[src/rtl/apb_requester.sv]
// APB3 requester: turns a valid/ready command into one APB transfer at a time
// and reports completion, slave error or timeout on a one-cycle response strobe.
module apb_requester #(
  parameter int SIZE    = 32,
  parameter int TIMEOUT = 16
) (
  input  logic            pclk,
  input  logic            preset,
  input  logic            cmd_valid,
  output logic            cmd_ready,
  input  logic            cmd_write,
  input  logic [SIZE-1:0] cmd_addr,
  input  logic [SIZE-1:0] cmd_wdata,
  output logic            rsp_valid,
  output logic [SIZE-1:0] rsp_rdata,
  output logic            rsp_error,
  output logic            rsp_timeout,
  output logic [SIZE-1:0] paddr,
  output logic [SIZE-1:0] pwdata,
  output logic            psel,
  output logic            penable,
  output logic            pwrite,
  input  logic [SIZE-1:0] prdata,
  input  logic            pready,
  input  logic            pslverr
);

  typedef enum logic [1:0] {
    S_IDLE,
    S_SETUP,
    S_ACCESS
  } state_t;

  localparam bit          TO_EN   = (TIMEOUT != 0);
  localparam logic [15:0] TO_LAST = 16'((TIMEOUT == 0) ? 0 : TIMEOUT - 1);

  state_t          r_state;
  state_t          w_next;
  logic [15:0]     r_wait;
  logic            w_accept;
  logic            w_done;
  logic            w_abort;

  logic            r_psel;
  logic            r_penable;
  logic            r_pwrite;
  logic [SIZE-1:0] r_paddr;
  logic [SIZE-1:0] r_pwdata;
  logic            r_rsp_valid;
  logic [SIZE-1:0] r_rsp_rdata;
  logic            r_rsp_error;
  logic            r_rsp_timeout;

  // Held low during reset so no command slips in while the bus is recovering.
  assign cmd_ready = (r_state == S_IDLE) && !preset;

  always_ff @(posedge pclk) begin
    if (preset) r_state <= S_IDLE;
    else        r_state <= w_next;
  end

  always_comb begin
    w_next   = r_state;
    w_accept = 1'b0;
    w_done   = 1'b0;
    w_abort  = 1'b0;
    unique case (r_state)
      S_IDLE: begin
        if (cmd_valid && cmd_ready) begin
          w_accept = 1'b1;
          w_next   = S_SETUP;
        end
      end
      S_SETUP: w_next = S_ACCESS;
      S_ACCESS: begin
        if (pready) begin
          w_done = 1'b1;
          w_next = S_IDLE;
        end else if (TO_EN && (r_wait == TO_LAST)) begin
          w_abort = 1'b1;
          w_next  = S_IDLE;
        end
      end
      default: w_next = S_IDLE;
    endcase
  end

  always_ff @(posedge pclk) begin
    if (preset) begin
      r_psel        <= 1'b0;
      r_penable     <= 1'b0;
      r_pwrite      <= 1'b0;
      r_paddr       <= '0;
      r_pwdata      <= '0;
      r_wait        <= '0;
      r_rsp_valid   <= 1'b0;
      r_rsp_rdata   <= '0;
      r_rsp_error   <= 1'b0;
      r_rsp_timeout <= 1'b0;
    end else begin
      r_psel      <= (w_next != S_IDLE);
      r_penable   <= (w_next == S_ACCESS);
      r_rsp_valid <= w_done || w_abort;
      if (w_accept) begin
        r_paddr  <= cmd_addr;
        r_pwrite <= cmd_write;
        if (cmd_write) r_pwdata <= cmd_wdata;
      end
      if (r_state == S_SETUP) begin
        r_wait <= '0;
      end else if (r_state == S_ACCESS && !pready && r_wait != 16'hffff) begin
        r_wait <= r_wait + 16'd1;
      end
      if (w_done) begin
        r_rsp_rdata   <= r_pwrite ? '0 : prdata;
        r_rsp_error   <= pslverr;
        r_rsp_timeout <= 1'b0;
      end else if (w_abort) begin
        r_rsp_rdata   <= '0;
        r_rsp_error   <= 1'b1;
        r_rsp_timeout <= 1'b1;
      end
    end
  end

  assign psel        = r_psel;
  assign penable     = r_penable;
  assign pwrite      = r_pwrite;
  assign paddr       = r_paddr;
  assign pwdata      = r_pwdata;
  assign rsp_valid   = r_rsp_valid;
  assign rsp_rdata   = r_rsp_rdata;
  assign rsp_error   = r_rsp_error;
  assign rsp_timeout = r_rsp_timeout;

endmodule
[config.mk]
export PLATFORM = sky130hd
export DESIGN_NAME = apb_requester
export DESIGN_NICKNAME = d
export VERILOG_FILES = /design/src/rtl/apb_requester.sv
export SDC_FILE = /design/constraint.sdc
export NUM_CORES = 1
export LEC_CHECK = 0
export CAP_MARGIN = 20
export CELL_PAD_IN_SITES_DETAIL_PLACEMENT = 1
export CELL_PAD_IN_SITES_GLOBAL_PLACEMENT = 1
export CORE_ASPECT_RATIO = 0.9
export CORE_MARGIN = 10
export CORE_UTILIZATION = 32
export CTS_BUF_LIST = sky130_fd_sc_hd__clkbuf_4 sky130_fd_sc_hd__clkbuf_8
export DETAILED_ROUTE_END_ITERATION = 8
export PLACE_DENSITY_LB_ADDON = 0.1
export SLEW_MARGIN = 20
export SYNTH_ARGS = -nofsm -noshare
export SYNTH_HDL_FRONTEND = slang
export SYNTH_SLANG_ARGS = --single-unit
export TNS_END_PERCENT = 10
[constraint.sdc]
create_clock -name pclk -period 4.3 [get_ports pclk]
set_input_delay 0.86 -clock pclk [delete_from_list [all_inputs] [get_ports pclk]]
set_output_delay 0.86 -clock pclk [all_outputs]
set_load 0.03 [all_outputs]
==> results of run 1 <==
## cell families (layout without fill, tap and decap cells)
| logic type | count (synthesis) | count (layout) |
|---|---|---|
| xor gates and xnor gates | 1 | 1 |
| buffers and inverters | 34 | 244 |
| DFF | 120 | 120 |
| AOI/OAI and AO/OA | 135 | 135 |
| and+or+nand+nor | 188 | 188 |
| adders and majority gates | 1 | 1 |
| muxes | 1 | 1 |
## where the power goes
group          total [mW]  switching [mW]  internal [mW]
registers            1.16          0.0176           1.15
clock network       0.921           0.422          0.498
logic               0.325           0.164          0.160
total                2.41           0.604           1.80
## critical path, stage by stage
cell and delay (ps):
buf_2 110, nor3_1 220, clkdlybuf4s50_1 740
## final cells by class
class / instances / share of cell area, %
Sequential cell: 120 / 35.3
Clock buffer: 26 / 4.98
Timing Repair Buffer: 211 / 30.7
Clock inverter: 3 / 0.220
Tap cell: 168 / 3.09
Multi-Input combinational cell: 326 / 25.6
Inverter: 4 / 0.220
## cells in the mapped netlist (2+ instances only)
library cell and instances:
nor4_1 3, dfxtp_1 120, nor2_1 8, or4_1 3
or3_1 7, a22o_1 30, or4_4 2, and3_1 2
buf_1 3, nand4_1 5, o41ai_1 2, a21oi_1 80
a22o_2 2, buf_2 3, and4_1 2, o21ai_0 8
clkbuf_1 21, nand2_1 136, o31ai_1 2, o21a_1 3
buf_6 3, nor3_1 5, inv_1 3, nand3_1 7
## worst paths after layout
kind / start / endpoint / slack, ps / cells after the start
setup / recovery: preset / cmd_ready / 1520 / 3
setup reg to reg: r_wait[0] / r_wait[3] / 2110 / 5
hold / removal: pwdata[17] / pwdata[17] / 460 / 2
hold reg to reg: pwdata[17] / pwdata[17] / 460 / 2
## cells in the final DEF, fill, tap and decap left out, types with 4 or more instances in the layout
| cell type | synthesis | layout |
|---|---|---|
| a21oi_1 | 80 | 80 |
| a22o_1 | 30 | 30 |
| buf_4 | 0 | 7 |
| clkbuf_8 | 0 | 23 |
| clkdlybuf4s50_1 | 0 | 203 |
| dfxtp_1 | 120 | 120 |
| nand2_1 | 136 | 135 |
| nand3_1 | 7 | 7 |
| nand4_1 | 5 | 5 |
| nor2_1 | 8 | 8 |
| nor3_1 | 5 | 4 |
| o21ai_0 | 8 | 8 |
| or3_1 | 7 | 7 |
## flip-flops by register name (all words and copies together) (netlist names)
register and count:
paddr 32, penable 1, psel 1, pwdata 32
pwrite 1, r_state 2, r_wait 16, rsp_error 1
rsp_rdata 32, rsp_timeout 1, rsp_valid 1
## routing by layer
layer	GRT usage [%]	vias to the layer above	routed length, µm
met5	0	-	0
met3	9.30	12	1660
met2	27.0	126	7550
met4	4.80	0	175
li1	-	2060	-
met1	17.8	2016	6230
==> qor.yml, run 1 <==
status:
  outcome: "completed"
placed_design:
  dp_hpwl_mm: 11.4
  pre_cts_ws_ps: 1320
  port_buffers: 204
  dp.cells: 829
  postPlaceCellArea_um2: 6460
  place_congestion: 0.816
critical_path:
  path_class: "in2out"
  crit_arrival_ps: 1920
  required_ps: 3440
  crit_fanout: 2
  startpoint_type: "input port"
  critPathCaptureType: "output pin"
layout:
  multi_input_area_um2: 1740
  drive_gt1_share_pct: 7.39
  nFillCells: 1526
  postLayoutCellArea_um2: 6810
  regArea_um2: 2400
  insertedDiodeCount: 0
  area_growth_pct: 58.8
  final_cells: 858
  final_core_util_pct: 51.4
  final_nets: 783
sta:
  setup_tns_ps: 0
  finalClockSkew_ps: 9.16
  period_needed_ps: 2780
  whs_ps: 455
  worst_slew_pin_slew_ps: 822
  rsz0062_at_grt: "false"
  slew_headroom_pct: 45.2
  post-route-period-util_pct: 64.7
  setup_viol: 0
  fmax_mhz: 359
  worst_slack_ps: 1520
  finalHoldViolations: 0
  slew_viol_final: 0
routing:
  ant_nets: 0
  wirelength_mm: 15.6
  firstDrtPassIters: 4
  wl_per_cell_um: 18.2
  vias: 4214
  routed_via_density: 4.91
  drt_iter0_drc: 122
  drc: 0
synthesis:
  synth_area_leader_cell: "dfxtp_1"
  synth_edf_count: 0
  synth.area.mux_share_pct: 0.233
  synth-adder-area-share_pct: 0.292
  syn-num-nets: 583
  syn_area_um2: 4290
  netlist_instances: 480
  synth_top_area_share_pct: 56.0
  synthSimpleGateAreaFrac_pct: 19.3
  synth-xor-area-share_pct: 0.204
  syn_avg_cell_area_um2: 8.94
  synth-seq-cells: 120
  synth_compound_area_share_pct: 20.4
  synthTopCellsByArea: "dfxtp_1 (56%), nand2_1 (12%), a21oi_1 (9.3%)"
  async_flop_share_pct: 0
  synth_cell_types: 44
  synth_top_family_by_area: "compound AO/OA/AOI/OAI gates"
  synthFlopType: "dfxtp_1"
  yosysWarnings: 0
  ys_seq_area_share_pct: 56.0
grt:
  grt_antenna_before_repair: 1
  overflow: 0
  grt_pass1_wl_mm: 24.1
  grt_pass1_vias: 4444
  grt_max_degree: 76
  grt_usage_pct: 16.4
power:
  p_leak_nw: 2.41
  power.total_mw: 2.41
  powerDensity_nw_per_um2: 353
  vdd_drop_max_uv: 249
cts:
  cts_tree: "built"
  h-tree-depth: 4
  worstSkewPairLatency_ps: 430
  clock_sink_count: 120
  cts-root-buf: "clkbuf_8"
  cts_inserted_buffers: 17
  cts_resized: 0
  cts.path.max_buffers: 2
  post_cts_buffers: 0
  clkTransAtPathRegs_ps: 60
  hold_buffers: 0
floorplanning:
  dieArea_um2: 18400
  chipWidth_um: 142
  ioPinCount: 205
  core_um2: 13300
  die_h_um: 130
  start_util_pct: 32.3
  rows: 40
hold_path:
  hold_path_class: "reg2reg"
run:
  max_cap_viol_count: 0
(Power assumes the default switching activity.)
==> run 2, diff against run 1 <==
--- a/config.mk
+++ b/config.mk
@@ -10,7 +10,7 @@
 export CELL_PAD_IN_SITES_GLOBAL_PLACEMENT = 1
 export CORE_ASPECT_RATIO = 0.9
 export CORE_MARGIN = 10
-export CORE_UTILIZATION = 32
+export CORE_UTILIZATION = 27
 export CTS_BUF_LIST = sky130_fd_sc_hd__clkbuf_4 sky130_fd_sc_hd__clkbuf_8
 export DETAILED_ROUTE_END_ITERATION = 8
 export PLACE_DENSITY_LB_ADDON = 0.1
==> constraint.sdc (replaced) <==
create_clock -name pclk -period 2.5 [get_ports pclk]
set_input_delay 0.5 -clock pclk [delete_from_list [all_inputs] [get_ports pclk]]
set_output_delay 0.5 -clock pclk [all_outputs]
set_load 0.03 [all_outputs]
==> run 2 against run 1 <==
  * Die area up 16%
  * Critical endpoint is now r_wait[3]
  * Routed wire length up 5.1%
  * Via count up 1.5%
  * Global-route usage down 1.3 points
  * First-iteration DRC count up 20%
  * Sequential cell count unchanged
  * Largest power group is now clock
  * Clock-buffer cell count down 1
  * Clock skew up 2.0 ps
  * Non-clock buffer count up 7
  * Design area up 3.1%
  * Utilization down 6.0 points
  * Critical path depth up 2
==> qor.yml, run 2 (same netlist as run 1, synthesis figures left out) <==
routing:
  routed_via_density: 4.74
  firstDrtPassIters: 4
  vias: 4279
  drc: 0
  wl_per_cell_um: 18.2
  drt_iter0_drc: 146
  wirelength_mm: 16.4
  ant_nets: 0
floorplanning:
  chipWidth_um: 153
  dieArea_um2: 21300
  rows: 43
  ioPinCount: 205
  start_util_pct: 27.7
  die_h_um: 140
  core_um2: 15500
power:
  powerDensity_nw_per_um2: 658
  switchingPower_mw: 1.09
  p_int_mw: 3.53
  combPwrFrac_pct: 12.2
  swShare_pct: 23.6
  p_clk_share_pct: 44.5
  p_leak_nw: 2.50
  vdd_drop_max_uv: 334
  seqPwrFrac_pct: 43.3
sta:
  finalClockSkew_ps: 11.2
  rsz0062_at_grt: "false"
  slew_headroom_pct: 51.3
  worst_slew_pin_slew_ps: 723
  post-route-period-util_pct: 86.7
  period_needed_ps: 2170
  setup_viol: 0
  finalHoldViolations: 0
  fmax_mhz: 461
  whs_ps: 455
  slew_viol_final: 0
  worst_slack_ps: 332
  setup_tns_ps: 0
cts:
  cts_tree: "built"
  clkTransAtPathRegs_ps: 70
  cts_inserted_buffers: 17
  cts-root-buf: "clkbuf_8"
  post_cts_buffers: 0
  cts_resized: 0
  clock_sink_count: 120
  hold_buffers: 0
  h-tree-depth: 4
  cts.path.max_buffers: 2
  worstSkewPairLatency_ps: 440
placed_design:
  dp_hpwl_mm: 12.3
  port_buffers: 204
  place_congestion: 0.762
  pre_cts_ws_ps: 267
critical_path:
  crit_path_max_incr_delay_ps: 810
  crit_chain: "ha_1 > nand3_1 > o41ai_2 > o21ai_0 > a21oi_1"
  crit_path_top_delay_cell: "o41ai_2"
  r2r_cells: 5
  regToRegSetupSlack_ps: 330
  startpoint_type: "flip-flop"
  endpoint: "r_wait[3]"
  required_ps: 2860
  r2r-end: "r_wait[3]"
  crit_fanout: 8
  crit_arrival_ps: 2530
  path_class: "reg2reg"
  r2r_start: "r_wait[0]"
  cp-startpoint: "r_wait[0]"
  critPathCaptureType: "flip-flop"
layout:
  area_growth_pct: 63.7
  layout_commonest_cell: "clkdlybuf4s50_1"
  mostFrequentLayoutCells: "clkdlybuf4s50_1 (202), nand2_1 (136), dfxtp_1 (120)"
  drive_gt1_share_pct: 8.58
  final_nets: 790
grt:
  grt_antenna_before_repair: 1
  grt_pass1_wl_mm: 25.7
  grt_max_degree: 47
  grt_pass1_vias: 4494
  grt_usage_pct: 15.1
  overflow: 0
status:
  outcome: "completed"
hold_path:
  hold_path_class: "reg2reg"
run:
  max_cap_viol_count: 0
-- run 2: worst min-delay path by stage --
stage / from / end / slack (ps) / depth (start not counted)
after global routing: pwdata[16] / pwdata[16] / 470 / 2
after floorplan: r_wait[15] / r_wait[15] / 470 / 2
after CTS: paddr[9] / paddr[9] / 460 / 2
after detailed placement: paddr[29] / paddr[29] / 450 / 2
final: pwdata[16] / pwdata[16] / 460 / 2
after global placement: paddr[31] / paddr[31] / 440 / 2
-- run 2: metrics by stage --
stage / area (µm²) / cells / util, % / total power [mW]
final: 7020 / 902 / 45.3 / 4.62
after global routing: 7020 / 902 / 45.3 / 4.84
after detailed placement: 6550 / 870 / 42.3 / 2.62
after CTS: 7020 / 901 / 45.3 / 4.70
after floorplan: 4290 / 480 / - / 2.29
after global placement: 6550 / 870 / 42.3 / 2.61
-- run 2: layout make-up --
class                      count  area, µm²
inverter                       4       15.0
fill                        1794       8470
sequential                   120       2400
clock inverter                 6        134
antenna                        1       2.50
clock buffer                  25        338
timing repair buffer         218       2140
multi-input combinational    326       1740
tap                          202        253
-- run 2: power by group through the flow --
stage          registers [mW]  logic [mW]  clock network (mW)
2_1_floorplan            2.15       0.139                   0
5_1_grt                  2.01       0.607                2.22
3_5_place_dp             2.04       0.574                   0
4_1_cts                  2.00       0.576                2.12
3_3_place_gp             2.04       0.565                   0
6_report                 2.00       0.565                2.06
-- run 2: routing by layer --
layer	vias to the layer above	track usage (%)	routed length (µm)
met5	-	0	0
met4	0	4.21	197
met3	14	9.18	1770
met2	128	24.3	7800
met1	2058	16.3	6640
li1	2079	-	-
-- run 2: critical path, delay by kind of cell (launching register included) --
kind,cells,cell delay (ps)
AO/OA/AOI/OAI,3,1170
AND/OR/NAND/NOR,1,320
flip-flops,1,390
adder cells (fa/ha/maj),1,210
==> run 3, diff against run 2 <==
--- a/config.mk
+++ b/config.mk
@@ -14,6 +14,7 @@
 export CTS_BUF_LIST = sky130_fd_sc_hd__clkbuf_4 sky130_fd_sc_hd__clkbuf_8
 export DETAILED_ROUTE_END_ITERATION = 8
 export PLACE_DENSITY_LB_ADDON = 0.1
+export SKIP_LAST_GASP = 1
 export SLEW_MARGIN = 20
 export SYNTH_ARGS = -nofsm -noshare
 export SYNTH_HDL_FRONTEND = slang
==> results of run 3 <==
Final layout, timing and power as in run 2 (identical DEF).
